**src/rtl/spi_slave.sv**
```systemverilog
// SPI mode-0 slave with 8-bit MSB-first frames, oversampled on clk.
// Received bytes are strobed out on data/valid and echoed back on miso during the next byte.
module spi_slave (
  input  logic       clk,
  input  logic       rst,
  input  logic       sclk,
  input  logic       ss,
  input  logic       mosi,
  output logic       miso,
  output logic [7:0] data,
  output logic       valid
);

  logic       r_sclk_q;
  logic       r_sclk_qq;
  logic       r_mosi_q;
  logic       r_ss_q;
  logic [2:0] r_bitcnt;
  logic [6:0] r_rx_shift;
  logic [7:0] r_echo;
  logic [7:0] r_data;
  logic       r_valid;

  logic       w_rise;
  logic [7:0] w_byte;

  always_ff @(posedge clk or negedge rst) begin
    if (!rst) begin
      r_sclk_q  <= 1'b0;
      r_sclk_qq <= 1'b0;
      r_mosi_q  <= 1'b0;
      r_ss_q    <= 1'b0;
    end else begin
      r_sclk_q  <= sclk;
      r_sclk_qq <= r_sclk_q;
      r_mosi_q  <= mosi;
      r_ss_q    <= ss;
    end
  end

  // Gating with r_ss_q makes a release win over a coincident rise.
  assign w_rise = r_sclk_q & ~r_sclk_qq & r_ss_q;
  assign w_byte = {r_rx_shift, r_mosi_q};

  always_ff @(posedge clk or negedge rst) begin
    if (!rst) begin
      r_bitcnt   <= 3'd0;
      r_rx_shift <= 7'd0;
      r_echo     <= 8'd0;
      r_data     <= 8'd0;
      r_valid    <= 1'b0;
    end else if (!r_ss_q) begin
      r_bitcnt   <= 3'd0;
      r_rx_shift <= 7'd0;
      r_valid    <= 1'b0;
    end else if (w_rise) begin
      r_rx_shift <= w_byte[6:0];
      r_bitcnt   <= r_bitcnt + 3'd1;
      if (r_bitcnt == 3'd7) begin
        r_data  <= w_byte;
        r_echo  <= w_byte;
        r_valid <= 1'b1;
      end else begin
        r_valid <= 1'b0;
      end
    end else begin
      r_valid <= 1'b0;
    end
  end

  // Bit index only moves after a detected rise, so miso is settled before the next one.
  assign miso  = r_ss_q ? r_echo[3'd7 - r_bitcnt] : 1'b0;
  assign data  = r_data;
  assign valid = r_valid;

endmodule

```
**config.mk**
```make
export PLATFORM = sky130hd
export DESIGN_NAME = spi_slave
export DESIGN_NICKNAME = d
export VERILOG_FILES = /design/src/rtl/spi_slave.sv
export SDC_FILE = /design/constraint.sdc
export NUM_CORES = 1
export LEC_CHECK = 0
export ABC_AREA = 1
export CAP_MARGIN = 20
export CORE_MARGIN = 2
export CORE_UTILIZATION = 51
export DETAILED_ROUTE_END_ITERATION = 10
export PLACE_DENSITY_LB_ADDON = 0.15
export SLEW_MARGIN = 0
export SYNTH_ARGS = -nofsm -noshare
export SYNTH_HDL_FRONTEND = slang
export SYNTH_SLANG_ARGS = --single-unit
```
**constraint.sdc**
```tcl
create_clock -name clk -period 1.3 [get_ports clk]
set_input_delay 0.26 -clock clk [delete_from_list [all_inputs] [get_ports clk]]
set_output_delay 0.26 -clock clk [all_outputs]
set_load 0.05 [all_outputs]
```
==> results.md, run 1 <==
- Status: complete, but fails checks
- Failing checks: negative setup slack
- Number of routed nets with antenna violations: 0
- Number of hold violations in the final report: 0
- Mapped Nets: 109
- Final Max Slew Viols: 0
- Largest net degree at the start of global routing: 24
- Initial Util: 55.1%
- Hold Crit Class: in2async
- Tot Pwr: 0.00123 W
- Critical path type: reg2out
- Port buffer count: 14
- Shortest period the worst path allows: 1.71 ns
- Number of warnings issued by yosys: 0
- Critical Path AT: 1.45 ns
- Drt via density: 5.04
- Reg2reg start: r_bitcnt[0]
- Most common cell after layout, fill and taps aside: nand2_1
- Crit end category: output pin
- Vias in the first global route: 713
- Worst reg2reg endpoint: r_bitcnt[2]
- Clock transition at path regs: 0.13 ns
- R2R setup slack: -0.01 ns
- Mapped Cells: 102
- Clock buffer depth: 2
- Post-synthesis sequential area ratio: 59.2%
- Leak: 0.638 nW
- Core area: 1760 um^2
- Setup WS post-layout: -0.409 ns
- Synth-to-Final Area Change: 46.5%
- H-tree Lvls: 1
- Worst Max-Slew Pin Slew: 0.329 ns
- Layout cell share with drive strength beyond 1: 44.3%
- Cell variety after synth: 15
- Router iterations before antenna repair: 4
- Rows: 15
- DR DRC count: 0
- Antenna Cells: 0
- Final setup viols: 2
- Number of synthesized register bits: 23
- VDD IR max: 754 uV
- Most frequent cells in the layout: nand2_1, inv_1, dfrtp_1
- Die area: 2270 um^2
- Hold buffers post-CTS: 0
- Initial antenna violation count: 0
- Avg WL per Cell: 13.0 um
- Gr usage total: 20.2%
- First-pass GRT wire length: 3160 um
- Drt total wl: 2030 um
- Fin Clk Skew: 0.0101 ns
- Max Cap Violations: 0
- Drt initial violations: 24
- CP Launch Type: register
- Nets: 139
- Max Clk Rate: 585 MHz
- CTS Root Cell: clkbuf_4
- Clock Latency Late Sink: 0.31 ns
- Dpl hpwl: 1410 um
- CTS tree: yes
- Cell area after synthesis: 972 um^2
- GRT Residual Overflow: 0
- Setup WS pre-CTS: -0.0758 ns
- RSZ-0062 raised after global routing: yes
- Ports: 15
- Worst slew margin: 78.0%
- Detailed-route via count: 786
- Die height: 47.7 um
- CP max FO: 5
- FF-to-FF path depth: 5
- Avg Cell Area, Syn: 9.53 um^2
- Gpl congestion: 0.856
- Critical Path RT: 1.04 ns
- Clock Sink Count: 23
- Period utilisation layout: 131%
- PD cells: 863 nW/um^2
- Horiz. Die Dim: 47.7 um
- CTS Buf Count: 3
[worst max-delay path by stage]
stage / start / to / slack [ns] / depth (start not counted)
finish: r_bitcnt[0] / miso / -0.41 / 7
global route: r_bitcnt[0] / miso / -0.46 / 7
CTS: r_bitcnt[0] / miso / -0.38 / 7
floorplan: data[3] / miso / -0.08 / 6
detailed placement: r_bitcnt[0] / miso / -0.08 / 7
global placement: r_bitcnt[0] / miso / -0.001 / 7
[power by group]
part / switching, W / internal, W
sequential: 0.0000202 / 0.000733
clock: 0.000208 / 0.000120
combinational: 0.0000815 / 0.0000669
[layout make-up]
class | instances | area (um^2)
Tap cell | 25 | 31.3
Inverter | 19 | 71.3
Timing Repair Buffer | 28 | 362
Clock buffer | 4 | 26.3
Sequential cell | 23 | 587
Multi-Input combinational cell | 57 | 347
Fill cell | 111 | 340
[stage by stage]
stage	TNS (ns)	cell area [um^2]	hold WS [ns]	std cells	util (%)
after floorplan	-0.0799	998	-0.0356	102	-
after global placement	-0.00125	1330	0.443	148	75.2
after detailed placement	-0.0758	1330	0.454	148	75.2
after CTS	-0.382	1370	0.304	153	77.7
after global routing	-0.527	1420	0.317	156	80.7
final	-0.415	1420	0.287	156	80.7
[critical path, cell delays in order (launching register included)]
cell	delay (ns)
dfrtp_2	0.47
inv_2	0.11
nand2_1	0.07
nand3_1	0.10
nand2_2	0.06
nor2_2	0.13
nor2_4	0.05
buf_12	0.14
[repair_timing]
action / CTS / global route
setup endpoints to repair: 1 / 3
gates cloned: 0 / 0
setup buffers: 1 / 3
pin swaps: 5 / 5
resized for setup: 4 / 9
[synth_stat cells]
library cell  number  share of area [%]
dfrtp_1           23                 59
nand2_1           22                8.5
inv_1             19                7.3
o21ai_0           10                5.1
nand3_1            9                4.6
o22ai_1            5                3.2
nor2_1             3                1.2
ha_1               2                2.6
nand2_2            2                1.3
o21ai_2            2                1.8
buf_2              1               0.51
buf_6              1                1.2
clkbuf_2           1               0.51
nand3_4            1                1.8
nor2_4             1                1.2
[kinds of logic (layout without fill, tap and decap cells)]
logic type	after synthesis	count (layout)	share of synthesized area (%)
flip-flops	23	23	59.2
AO/OA/AOI/OAI	17	17	10.2
adder cells (fa/ha/maj)	2	2	2.57
buffers and inverters	22	51	9.52
AND/OR/NAND/NOR	38	38	18.5
[flip-flops by register name (all words and copies together), names as in the netlist]
signal / count
data: 8
r_bitcnt: 3
r_mosi_q: 1
r_rx_shift: 7
r_sclk_q: 1
r_sclk_qq: 1
r_ss_q: 1
valid: 1
[metal layers]
metal  vias up  global-route usage (%)  routed length (um)
met3         2                    4.53                  86
met1       391                    27.2                 910
met2        14                    34.6                1020
li1        379                       -                   -
met4         0                    3.24                  12
met5         -                       0                   0
Power figures use the tool's default switching activity.
==> run 2: changes to the inputs <==
--- a/config.mk
+++ b/config.mk
@@ -10,3 +10,3 @@
 export CORE_MARGIN = 2
-export CORE_UTILIZATION = 51
+export CORE_UTILIZATION = 30
 export DETAILED_ROUTE_END_ITERATION = 10
==> constraint.sdc (replaced) <==
create_clock -name clk -period 1.3 [get_ports clk]
set_input_delay 0.325 -clock clk [delete_from_list [all_inputs] [get_ports clk]]
set_output_delay 0.325 -clock clk [all_outputs]
set_load 0.05 [all_outputs]
==> run 2 against run 1 <==
Against the previous run: total power increased by 0.13%; the flow still finishes with violations (negative setup slack); sequential power about the same; largest power group unchanged; non-clock buffer count increased by 3; clock skew shrank 0.0086 ns; fmax decreased by 2.9%; clock power down 2%; flip-flop and latch count stayed put; clock-buffer cell count is the same; combinational power up 4%; setup slack lost 0.051 ns; critical endpoint unchanged; global-route usage down 7.5 points.
==> results.md, run 2 (synthesis results as in run 1) <==
- Status: complete, but fails checks
- Failing checks: negative setup slack
- Tot Pwr: 0.00123 W
- Period utilisation layout: 135%
- PD cells: 800 nW/um^2
- First-pass GRT wire length: 3350 um
- Worst reg2reg endpoint: r_bitcnt[2]
- Final Max Slew Viols: 0
- Core area: 3080 um^2
- Initial Util: 31.6%
- FF-to-FF path depth: 5
- Critical path type: reg2out
- Shortest period the worst path allows: 1.76 ns
- Drt total wl: 1990 um
- CTS Root Cell: clkbuf_4
- R2R setup slack: -0.01 ns
- GRT Residual Overflow: 0
- CTS Buf Count: 3
- Drt initial violations: 18
- Crit end category: output pin
- Total Neg Setup Slack: -0.551 ns
- Fillers: 303
- VDD IR max: 595 uV
- Initial antenna violation count: 0
- Nets: 142
- Max reg flops: 8
- Die height: 60.9 um
- Gr usage total: 12.7%
- Clock buffer depth: 2
- Reg2reg start: r_bitcnt[0]
- Ports: 15
- CTS tree: yes
- Max Clk Rate: 568 MHz
- Setup WS post-layout: -0.460 ns
- Critical Path RT: 0.98 ns
- Port buffer count: 14
- Final setup viols: 10
- Worst slew margin: 79.6%
- DR DRC count: 0
- Most frequent cells in the layout: nand2_1, dfrtp_1, inv_1
- Antenna Cells: 0
- Number of routed nets with antenna violations: 0
- Horiz. Die Dim: 60.9 um
- Drt via density: 4.35
- Detailed-route via count: 774
- Final core utilization: 50.0%
- Largest net degree at the start of global routing: 24
- Dpl hpwl: 1360 um
- CP max FO: 5
- Fin Clk Skew: 0.00153 ns
- Rows: 20
- Clock Sink Count: 23
- Number of hold violations in the final report: 0
- Hold Crit Class: in2async
- Worst Max-Slew Pin Slew: 0.306 ns
- CP Launch Type: register
- Gpl congestion: 0.770
- Leak: 0.665 nW
- Max Cap Violations: 0
- Layout cell share with drive strength beyond 1: 50.0%
- Clock transition at path regs: 0.12 ns
- Die area: 3710 um^2
- H-tree Lvls: 1
- RSZ-0062 raised after global routing: yes
- Vias in the first global route: 712
- Clock Latency Late Sink: 0.30 ns
- Avg WL per Cell: 11.2 um
- Router iterations before antenna repair: 4
- Critical Path AT: 1.44 ns
- Synth-to-Final Area Change: 58.3%
==> run 2: worst max-delay path by stage <==
stage / endpoint / from / cells past startpoint
after floorplan: miso / data[3] / 6
after global placement: miso / r_bitcnt[0] / 7
after detailed placement: miso / r_bitcnt[0] / 7
after CTS: miso / r_bitcnt[0] / 7
after global routing: miso / r_bitcnt[0] / 7
final: miso / r_bitcnt[0] / 7
==> run 2: final cells by class <==
| cell class | count | area (um^2) | area share [%] |
|---|---|---|---|
| clock buffer | 4 | 26.3 | 1.71 |
| inverter | 19 | 73.8 | 4.80 |
| timing repair buffer | 31 | 430 | 28.0 |
| tap | 44 | 55.1 | 3.58 |
| sequential | 23 | 587 | 38.1 |
| multi-input combinational | 57 | 367 | 23.8 |
==> run 2: repair_timing <==
action	CTS	global route
gates resized for setup	18	12
pin swaps	8	6
gates cloned	0	0
buffers inserted	2	0
hold buffers	0	0
endpoints found under the setup margin	10	11
==> run 2: worst max-delay path, cell delays in order (launching register included) <==
cell and delay [ns]:
dfrtp_2 0.48, inv_4 0.09, nand2_1 0.09, nand3_2 0.10, nand2_2 0.06, nor2_2 0.12, nor2_4 0.05, buf_12 0.14
==> run 2: per-stage QoR <==
| step | worst slack (ns) | cells | hold WS [ns] | area (um^2) |
|---|---|---|---|---|
| after global routing | -0.511 | 178 | 0.347 | 1540 |
| after floorplan | -0.145 | 102 | 0.0294 | 998 |
| after detailed placement | -0.130 | 173 | 0.447 | 1410 |
| after CTS | -0.421 | 178 | 0.346 | 1500 |
| final | -0.460 | 178 | 0.355 | 1540 |
| after global placement | -0.0737 | 173 | 0.435 | 1410 |
==> run 2: routing by layer <==
metal  track usage, %  vias to the layer above  wire (um)
met5                0                        -          0
met4             6.52                        0         18
met3             2.13                        2         73
met2             20.0                       18       1020
met1             17.0                      369        872
li1                 -                      385          -
==> run 2: power by group <==
| group | leakage [nW] | total, W | switching [W] | internal (W) |
|---|---|---|---|---|
| Combinational | 0.355 | 0.000154 | 0.0000825 | 0.0000714 |
| Clock | 0.0150 | 0.000321 | 0.000201 | 0.000119 |
| Sequential | 0.295 | 0.000756 | 0.0000231 | 0.000733 |
==> run 3: changes to the inputs <==
CTS_CLUSTER_DIAMETER = 40   (was default)
MAX_ROUTING_LAYER = met4   (was default)
==> run 3 against run 2 <==
Against the previous run: the run still ends with negative setup slack left; clock skew about the same; non-clock buffer count stayed put; combinational power barely moved; routed wire length rose by 0.40%; sequential power about the same; clock power is essentially flat; sequential share of layout area did not move; critical path type unchanged; critical endpoint unchanged.
==> results.md, run 3 (synthesis results as in run 1) <==
- Clock Sink Count: 23
- Drt total wl: 2000 um
- Leak: 0.665 nW
- Gr usage total: 13.2%
- CTS Buf Count: 3
- Most frequent cells in the layout: nand2_1, dfrtp_1, inv_1
- Antenna Cells: 0
- Total Neg Setup Slack: -0.557 ns
- Layout Cell Area excl Fill: 1540 um^2
- Tot Pwr: 0.00123 W
- Critical Path RT: 0.98 ns
- Shortest period the worst path allows: 1.76 ns
- Gpl congestion: 0.780
- NetSw: 0.000308 W
- RSZ-0062 raised after global routing: yes
- Critical Path AT: 1.43 ns
- Period utilisation layout: 135%
- Die height: 60.9 um
- Max Cap Violations: 0
- Final Non-Filler Cells: 178
- First-pass GRT wire length: 3350 um
- Clock buffer depth: 2
- Fin Clk Skew: 0.00167 ns
- Crit end category: output pin
- Number of routed nets with antenna violations: 0
- Status: complete, but fails checks
- VDD IR max: 597 uV
- Dpl hpwl: 1360 um
- Port buffer count: 14
- Layout cell share with drive strength beyond 1: 50.0%
- Detailed-route via count: 763
- Failing checks: negative setup slack
- Clk network pwr share: 26.1%
- Final setup viols: 10
- Vias in the first global route: 712
- Combinational fraction of design power: 12.5%
- H-tree Lvls: 1
- Clock transition at path regs: 0.12 ns
- Final Max Slew Viols: 0
- Router iterations before antenna repair: 4
- Largest net degree at the start of global routing: 24
- Worst slew margin: 79.4%
- Rows: 20
- Avg WL per Cell: 11.2 um
- Seq pwr share: 61.4%
- Setup WS post-layout: -0.459 ns
- Hold WS: 0.353 ns
- Max reg flops: 8
- Number of hold violations in the final report: 0
- CTS Root Cell: clkbuf_4
- Ports: 15
- Fillers: 303
- Placed Cells: 173
- GRT Residual Overflow: 0
- Clock Latency Late Sink: 0.30 ns
- Critical path type: reg2out
- Core area: 3080 um^2
- Horiz. Die Dim: 60.9 um
- Initial Util: 31.6%
- Synth-to-Final Area Change: 58.3%
- Worst Max-Slew Pin Slew: 0.309 ns
- CTS tree: yes
- Hold buffers post-CTS: 0
- Drt via density: 4.29
- Max Clk Rate: 569 MHz
- Sw Ratio: 25.0%
- DR DRC count: 0
- Hold Crit Class: in2async
- Die area: 3710 um^2
- Initial antenna violation count: 0
- CP Launch Type: register
- Nets: 142
- Area after DPL: 1410 um^2
- CP max FO: 5
- PD cells: 801 nW/um^2
- P_int: 0.000924 W
- Drt initial violations: 15
==> run 3: power by group through the flow <==
stage	Sequential, W	Combinational, W	Clock (W)
2_1_floorplan	0.000760	0.0000669	0
3_3_place_gp	0.000763	0.000128	0
3_5_place_dp	0.000764	0.000130	0
4_1_cts	0.000753	0.000144	0.000344
5_1_grt	0.000759	0.000169	0.000369
6_report	0.000756	0.000154	0.000322
==> run 3: cell type report <==
type | instances | area [um^2] | share of cell area, %
Sequential cell | 23 | 587 | 38.1
Timing Repair Buffer | 31 | 430 | 28.0
Multi-Input combinational cell | 57 | 367 | 23.8
Inverter | 19 | 73.8 | 4.80
Tap cell | 44 | 55.1 | 3.58
Clock buffer | 4 | 26.3 | 1.71
==> run 3: path summary, 6_finish.rpt <==
path | start | depth (start not counted) | slack (ns) | end
max | r_bitcnt[0] | 7 | -0.46 | miso
min | rst | 2 | 0.35 | r_rx_shift[1]
max reg2reg | r_bitcnt[0] | 5 | -0.01 | r_bitcnt[2]
min reg2reg | r_sclk_q | 0 | 0.47 | r_sclk_qq
max in group asynchronous | rst | 2 | 0.79 | data[1]
min in group clk | mosi | 1 | 0.45 | r_mosi_q
==> run 3: repair_timing <==
| item | CTS | global route |
|---|---|---|
| setup buffers | 2 | 0 |
| pin swaps | 8 | 6 |
| resized for setup | 18 | 12 |
| setup endpoints to repair | 10 | 11 |
==> run 3: per-stage QoR <==
step / setup slack (ns) / utilization, %
after CTS: -0.421 / 48.8
after global placement: -0.0737 / 45.8
final: -0.459 / 50.0
after global routing: -0.511 / 50.0
after floorplan: -0.145 / -
after detailed placement: -0.130 / 45.8
==> run 3: worst max-delay path, stage by stage, from the launching register on <==
cell     delay [ns]
dfrtp_2        0.48
inv_4          0.09
nand2_1        0.09
nand3_2        0.10
nand2_2        0.06
nor2_2         0.12
nor2_4         0.05
buf_12         0.14
==> run 3: per-layer routing <==
layer	wire [um]	vias up	share of wire, %	global-route usage [%]
li1	-	384	-	-
met1	909	366	46	17.1
met2	1010	11	51	20.0
met3	55	2	2.8	1.92
met4	18	0	0.90	6.52
met5	0	-	0	-
